### src/rtl/game_state_ctrl.sv
// game_state_ctrl
// Game sequencer: menu -> countdown -> play -> (grace) -> won/lost -> menu.
// Drives the obstacle counter controls and tracks lives and level.
//
// Optional feature macro: GAME_LIVES_EN
//   defined   : multi-life play with a post-hit GRACE phase and reset_obj_count pulse
//   undefined : any collision in PLAY loses, lives tied to 1, reset_obj_count tied to 0
//
// Ports:
//   clk              system clock
//   reset            asynchronous, active-high reset
//   start_btn        synchronised start button level (rising edge is the event)
//   collision        player/obstacle overlap level
//   game_time[10:0]  elapsed play time from the counter
//   menuScreen       holds the counter at zero (MENU or COUNTDOWN)
//   playerWon        WON phase
//   playerLost       LOST phase
//   reset_obj_count  one-cycle pulse restarting obstacle position after a hit
//   countdown_active high in COUNTDOWN
//   lives[1:0]       remaining lives
//   level[1:0]       current level 0..3
module game_state_ctrl #(
   parameter logic [10:0] WIN_TIME        = 11'd1800,
   parameter logic [7:0]  COUNTDOWN_TICKS = 8'd120,
   parameter logic [7:0]  GRACE_TICKS     = 8'd60,
   parameter logic [7:0]  RESULT_TICKS    = 8'd180,
   parameter logic [1:0]  START_LIVES     = 2'd3
) (
   input  logic        clk,
   input  logic        reset,
   input  logic        start_btn,
   input  logic        collision,
   input  logic [10:0] game_time,
   output logic        menuScreen,
   output logic        playerWon,
   output logic        playerLost,
   output logic        reset_obj_count,
   output logic        countdown_active,
   output logic [1:0]  lives,
   output logic [1:0]  level
);

   typedef enum logic [2:0] {
      MENU      = 3'd0,
      COUNTDOWN = 3'd1,
      PLAY      = 3'd2,
      GRACE     = 3'd3,
      WON       = 3'd4,
      LOST      = 3'd5
   } state_t;

   state_t     state_q, state_d;
   logic [7:0] tick_q, tick_d;
   logic [1:0] level_q, level_d;
   logic       start_q;
   logic       start_edge;
   logic       win;

   assign start_edge = start_btn & ~start_q;
   assign win        = (game_time >= WIN_TIME);

`ifdef GAME_LIVES_EN
   logic [1:0] lives_q, lives_d;
   logic       roc_q, roc_d;
`endif

   // State and datapath registers
   always_ff @(posedge clk or posedge reset) begin
      if (reset) begin
         state_q <= MENU;
         tick_q  <= 8'd0;
         level_q <= 2'd0;
         start_q <= 1'b0;
`ifdef GAME_LIVES_EN
         lives_q <= START_LIVES;
         roc_q   <= 1'b0;
`endif
      end else begin
         state_q <= state_d;
         tick_q  <= tick_d;
         level_q <= level_d;
         start_q <= start_btn;
`ifdef GAME_LIVES_EN
         lives_q <= lives_d;
         roc_q   <= roc_d;
`endif
      end
   end

   // Next-state and entry actions; counters reload on entry to the state that uses them
   always_comb begin
      state_d = state_q;
      tick_d  = tick_q;
      level_d = level_q;
`ifdef GAME_LIVES_EN
      lives_d = lives_q;
      roc_d   = 1'b0;
`endif
      case (state_q)
         MENU: begin
            if (start_edge) begin
               state_d = COUNTDOWN;
               tick_d  = COUNTDOWN_TICKS - 8'd1;
`ifdef GAME_LIVES_EN
               lives_d = START_LIVES;
`endif
            end
         end
         COUNTDOWN: begin
            if (tick_q == 8'd0) state_d = PLAY;
            else                tick_d  = tick_q - 8'd1;
         end
         PLAY: begin
            // Collision outranks a simultaneous win
            if (collision) begin
`ifdef GAME_LIVES_EN
               if (lives_q > 2'd1) begin
                  state_d = GRACE;
                  lives_d = lives_q - 2'd1;
                  roc_d   = 1'b1;
                  tick_d  = GRACE_TICKS - 8'd1;
               end else begin
                  state_d = LOST;
                  lives_d = 2'd0;
                  level_d = 2'd0;
                  tick_d  = RESULT_TICKS - 8'd1;
               end
`else
               state_d = LOST;
               level_d = 2'd0;
               tick_d  = RESULT_TICKS - 8'd1;
`endif
            end else if (win) begin
               state_d = WON;
               level_d = (level_q == 2'd3) ? 2'd3 : level_q + 2'd1;
               tick_d  = RESULT_TICKS - 8'd1;
            end
         end
         GRACE: begin
            // Collision ignored; a win outranks grace expiry
            if (win) begin
               state_d = WON;
               level_d = (level_q == 2'd3) ? 2'd3 : level_q + 2'd1;
               tick_d  = RESULT_TICKS - 8'd1;
            end else if (tick_q == 8'd0) begin
               state_d = PLAY;
            end else begin
               tick_d = tick_q - 8'd1;
            end
         end
         WON, LOST: begin
            if (start_edge || tick_q == 8'd0) state_d = MENU;
            else                              tick_d  = tick_q - 8'd1;
         end
         default: state_d = MENU;
      endcase
   end

   // Moore output decode
   always_comb begin
      menuScreen       = 1'b0;
      playerWon        = 1'b0;
      playerLost       = 1'b0;
      countdown_active = 1'b0;
      case (state_q)
         MENU:      menuScreen = 1'b1;
         COUNTDOWN: begin
            menuScreen       = 1'b1;
            countdown_active = 1'b1;
         end
         WON:       playerWon  = 1'b1;
         LOST:      playerLost = 1'b1;
         default:   ;
      endcase
   end

   assign level = level_q;
`ifdef GAME_LIVES_EN
   assign lives           = lives_q;
   assign reset_obj_count = roc_q;
`else
   assign lives           = 2'd1;
   assign reset_obj_count = 1'b0;
`endif

endmodule

### config.mk
export PLATFORM = sky130hd
export DESIGN_NAME = game_state_ctrl
export DESIGN_NICKNAME = d
export VERILOG_FILES = /design/src/rtl/game_state_ctrl.sv
export SDC_FILE = /design/constraint.sdc
export NUM_CORES = 1
export LEC_CHECK = 0
export ABC_AREA = 1
export BUFFER_PORTS_ARGS = -buffer_cell sky130_fd_sc_hd__buf_2
export CORE_MARGIN = 5
export CORE_UTILIZATION = 53
export CTS_CLUSTER_DIAMETER = 120
export CTS_CLUSTER_SIZE = 20
export DETAILED_ROUTE_END_ITERATION = 6
export GPL_TIMING_DRIVEN = 0
export PLACE_DENSITY = 0.77
export RECOVER_POWER = 50
export SLEW_MARGIN = 20
export SYNTH_ARGS = -nofsm -noshare
export SYNTH_HDL_FRONTEND = slang
export SYNTH_SLANG_ARGS = --single-unit
### constraint.sdc
create_clock -name clk -period 2.06 [get_ports clk]
set_input_delay 0.515 -clock clk [delete_from_list [all_inputs] [get_ports clk]]
set_output_delay 0.515 -clock clk [all_outputs]
set_load 0.01 [all_outputs]
; Word level (Yosys, flattened, before mapping)
; Index checks and enable logic that the tools add are counted.
[word_totals]
register_bits = 14
mem_bits_rw = 0
elab_cells = 50
latchBits = 0
rom_bits = 0
output_inout_bits = 9
mem_count = 0
inputBits = 15
[op_classes]
bitwise = 2
div = 0
n_eq_ne = 10
n_mux = 22
shifts = 0
multipliers = 0
addsub = 2
reduce_logical = 9
magnitude_cmp = 1
[op_table]
columns = op, count
row1 = two-way mux 8 bit, 6
row2 = case mux 8 bit (5 select lines), 1
row3 = two-way mux 3 bit, 6
row4 = case mux 3 bit (5 select lines), 1
row5 = greater-or-equal comparator 11 bit (second input constant), 1
row6 = logical NOT 8 bit, 1
row7 = subtractor 8 x 1 -> 8 bit (second input constant), 1
row8 = equality test 3 x 2 -> 1 bit (second input constant), 2
row9 = equality test 3 bit (second input constant), 2
row10 = two-way mux 2 bit, 3
row11 = != test 2 bit (second input constant), 3
row12 = nonzero test 5 bit, 1
row13 = two-way mux 1 bit, 4
row14 = case mux 2 bit (2 select lines), 1
row15 = AND reduction 4 bit, 1
row16 = OR reduction 2 bit, 2
row17 = equality test 3 x 1 -> 1 bit (second input constant), 1
row18 = logical NOT 3 bit, 1
row19 = != test 3 bit (second input constant), 1
row20 = AND reduction 3 bit, 1
row21 = adder 2 x 1 -> 2 bit (second input constant), 1
row22 = equality test 2 bit (second input constant), 1
row23 = nonzero test 2 bit, 1
row24 = bitwise AND 1 bit, 1
row25 = 2 further kinds, 2

; Logic depth before layout (Yosys ltp)
[depth]
word_depth = 5
depth_mapped = 11
ltp_nobuf = 11

; Worst setup path before layout
; No wires, ideal clock.
[synth_timing]
path_type = flip-flop to flip-flop
startpoint = register tick_q[0]
endpoint = register tick_q[5]
t_required_ns = 1.943
synth_period_minus_slack_ns = 1.460
t_arrival_ns = 1.343
setup_ns = 0.117
path_stages_with_launch = 12
n_path_buf = 0
path_slack_ns = 0.600
cell_sequence = dfrtp_1 > inv_1 > ha_1 > nand2_1 > nor2_4 > nor2_1 > nand2_1 > nand2_1 > nand2_4 > inv_4 > nand2_1 > nand2_1
[synth_via]
elab_chain_cells = 4
word_cells_on_any_way = 9
[synth_lines]
columns = element, line
row1 = from (decl), 53  ; logic [7:0] tick_q, tick_d;
row2 = from (signal assigned), 80  ; tick_q <= tick_d;
row3 = subtractor 8 x 1 -> 8 bit / logical NOT 8 bit (equally long branches), -
row4 = two-way mux 8 bit / logical OR 1 bit (equally long branches), "110, 145, 152"
row5 = two-way mux 8 bit / != test 2 bit (equally long branches), -
row6 = case mux 8 bit (5 select lines) / AND reduction 4 bit (equally long branches), -
; Several ways; a longest one is shown, not always the timed one. The select of a mux whose other input is x is not followed.
; A chain may end at the register's enable or synchronous reset.

; Worst setup path after layout
[layout_timing]
startpoint = register state_q[2]
endpoint = output playerLost
[layout_via]
elab_chain_cells = 2
[layout_lines]
columns = element, line
row1 = from (decl), 52  ; state_t state_q, state_d;
row2 = from (signal assigned), 79  ; state_q <= state_d;
row3 = equality test 3 bit, 165  ; case (state_q)
row4 = two-way mux 1 bit, 165
row5 = to (decl), 36  ; output logic playerLost,
; Every way passes these cells.

==> results.ini <==
[status]
status = finished clean

[routing]
antenna_violating_nets_post_route = 0
post_drt_wl_per_cell_um = 11.3
detail_route.iter0.violations = 34
firstDrtPassIters = 4
via_count = 1120
wirelength_um = 2530
post_drt_via_cell_ratio = 5.00
detail_route.drc_violations = 0

[clock_tree]
cts-root-buf = sky130_fd_sc_hd__clkbuf_4
cts.repair.resized = 0
cts_htree_levels = 1
post_cts.repair.setup_buffers = 0
worst_skew_pair.late_latency_ns = 0.28
tritoncts = done
tritoncts_num_sinks = 14
cts_made_buffers = 3
cts-root-to-sink-buffers = 2
cts_hold_repair.buffers = 0
path_clk_slew_ns = 0.08

[die]
die_h_um = 55.6
site_rows = 16
fp.dieW_um = 55.6
floorplan.initialDensity_pct = 55.7
core_region_area_sq_mm = 0.00198
dieArea_sq_mm = 0.00309
top_level_ports = 24

[grt]
groute.layer.met2.usage_pct = 32.4
met1_usage_pct = 20.8
grt_pass1_wl_um = 4620
number_of_global_route_vias_before_repair = 1141
combined_global_route_utilization_of_all_metal_layers_pct = 18.3
grt-ovfl-total = 0
grt_start_max_net_pins = 15
globalRoute.busiestLayer = met2
antenna_found_initial = 0
grtUsageMet3_pct = 5.10

[critical_path]
critical_path_class = flop to primary output
worst-r2r-cell-count = 9
worstSetupEndpoint = playerLost
timing.critical_path.fanout_max = 6
worst_ep_arrival_time_ns = 1.29
worst_r2r_startpoint = tick_q[0]
crit_path_end_kind = primary output
cp_data_required_time_ns = 1.54
critical_path.startpoint_type = flop
reg2reg_slack_ns = 0.29
regToRegEndpoint = tick_q[5]
critical_path.startpoint = state_q[2]

[placement]
place_hpwl_um = 2100
numPortBuffers = 17
gp_congestion = 0.923
dpl.cell_count = 221

[cells_and_area]
layoutNonFillerInstCount = 224
drive_gt1_share_pct = 17.8
filler_cell_count_in_the_final_layout = 188
antenna_cells = 0
finalNetCount = 216
most-common-layout-cells = 62 x sky130_fd_sc_hd__nand2_1, 25 x sky130_fd_sc_hd__nor2_1, 25 x sky130_fd_sc_hd__inv_1
final-seq-area_sq_um = 350
multiInputGateArea_sq_um = 617
layout.cells.most_common = sky130_fd_sc_hd__nand2_1
area_growth_pct = 12.1

[synthesis]
yosysSeqAreaShare_pct = 31.7
postSynthAreaPerCell_sq_um = 6.27
yosys_warnings = 0
post_synth_num_cell_types = 25
synth_top_cell_by_area = sky130_fd_sc_hd__dfrtp_1
synth_cells = 176
syn_area_sq_mm = 0.00110
top_cells_by_area_synth = sky130_fd_sc_hd__dfrtp_1 32%, sky130_fd_sc_hd__nand2_1 21%, sky130_fd_sc_hd__inv_1 8.5%, sky130_fd_sc_hd__nor2_1 8.2%, sky130_fd_sc_hd__nand3_1 6.8%
synth.top_cell.area_share_pct = 31.7
synth.ff_latch_count = 14

[timing]
finalMaxSlewViolations = 0
max_slew_margin_pct = 64.9
worstMarginPinSlew_ns = 0.526
achievable-frequency_mhz = 555
finalSetupViolCount = 0
tns_ns = 0
number_of_failing_hold_endpoints_at_the_final_stage = 0
finalWorstPathRequiredPeriod_ns = 1.80
setup_repair_after_global_routing_missed_its_margin = false
post-route-period-util_pct = 87.5
worst_case_clock_skew_ns = 0.0109

[min_path]
min_path_type = input port to asynchronous set/reset pin

[power_and_ir_drop]
clockPowerShare_pct = 8.7
p_comb_share_pct = 61.3
sw_share_pct = 51.6
internal-power_mw = 0.835
peakVddDrop_uv = 802
powerDensity_mw_per_mm2 = 1390
p_leak_nw = 0.721
power.switching_mw = 0.891
sequentialPowerShare_pct = 30.0

[flow_run]
max_cap_viol_count = 0

-- final cells by class --
class	count	area share (%)
buffer	3	1.82
clock buffer	3	1.82
inverter	28	8.70
multi-input combinational	132	49.8
sequential	14	28.3
tap	27	2.73
timing repair buffer	17	6.77
-- power by group through the flow --
stage	Combinational [mW]	Clock (mW)	Sequential [mW]
CTS	1.05	0.157	0.518
global route	1.23	0.169	0.533
detailed placement	1.05	0	0.524
global placement	1.02	0	0.522
floorplan	0.803	0	0.507
finish	1.06	0.150	0.518
-- per-layer routing --
layer	wire, um	part of all wire (%)	up-vias
met1	1130	44	512
met2	1280	50	28
met4	25	0.99	0
met5	0	0	-
li1	-	-	576
met3	104	4.1	4
-- critical path, stage by stage (launching register included) --
cell                      delay (ns)
sky130_fd_sc_hd__dfrtp_1        0.43
sky130_fd_sc_hd__inv_2          0.09
sky130_fd_sc_hd__nor2_4         0.13
sky130_fd_sc_hd__inv_1          0.12
sky130_fd_sc_hd__nor2_1         0.10
sky130_fd_sc_hd__buf_2          0.13
-- through the flow --
step                      utilization (%)  instance area (sq um)  setup WS (ns)  power, mW  hold WS [ns]
after floorplan                         -                   1110          0.600       1.31         0.404
after global placement               61.9                   1230          0.411       1.54         0.489
after detailed placement             61.9                   1230          0.345       1.57         0.499
after CTS                            63.0                   1250          0.202       1.73         0.285
after global routing                 62.4                   1240          0.155       1.93         0.301
final                                62.4                   1240          0.257       1.73         0.257
-- cell usage after synthesis --
library cell and count:
sky130_fd_sc_hd__nand3_1 15, sky130_fd_sc_hd__conb_1 2, sky130_fd_sc_hd__o21ai_0 4, sky130_fd_sc_hd__nand3b_1 1, sky130_fd_sc_hd__nand2_1 61, sky130_fd_sc_hd__nand2_2 3
sky130_fd_sc_hd__dfrtp_1 14, sky130_fd_sc_hd__ha_1 2, sky130_fd_sc_hd__inv_1 25, sky130_fd_sc_hd__a21oi_1 3, sky130_fd_sc_hd__inv_2 2, sky130_fd_sc_hd__nand2_4 1
sky130_fd_sc_hd__o211ai_1 1, sky130_fd_sc_hd__inv_4 1, sky130_fd_sc_hd__nand4_1 1, sky130_fd_sc_hd__nor3_1 1, sky130_fd_sc_hd__nor2_4 4, sky130_fd_sc_hd__o21ai_2 1
sky130_fd_sc_hd__nor2_2 2, sky130_fd_sc_hd__a211oi_1 1, sky130_fd_sc_hd__nor2_1 24, sky130_fd_sc_hd__o21ai_1 1, sky130_fd_sc_hd__a21oi_2 1, sky130_fd_sc_hd__xor2_1 2
sky130_fd_sc_hd__buf_4 3
-- flip-flops by register name, summed over array words and instances, names as in the netlist --
signal and cells:
state_q 3, tick_q 8, level 2, start_q 1
-- worst min-delay path by stage --
| stage | startpoint | end | slack (ns) | cells after the start |
|---|---|---|---|---|
| after floorplan | reset | level[0] | 0.40 | 1 |
| after global placement | tick_q[0] | tick_q[0] | 0.49 | 2 |
| after detailed placement | tick_q[1] | tick_q[1] | 0.50 | 2 |
| after CTS | reset | state_q[0] | 0.29 | 2 |
| after global routing | reset | tick_q[6] | 0.30 | 2 |
| final | reset | tick_q[6] | 0.26 | 2 |
-- kinds of logic after synthesis --
kind of cell	synth area share (%)
adder cells (fa/ha/maj)	2.27
XOR/XNOR	1.59
other	0.681
flip-flops	31.7
AO/OA/AOI/OAI	6.58
buffers and inverters	11.8
AND/OR/NAND/NOR	45.4
Note: power is estimated with default switching activity, not from simulation.
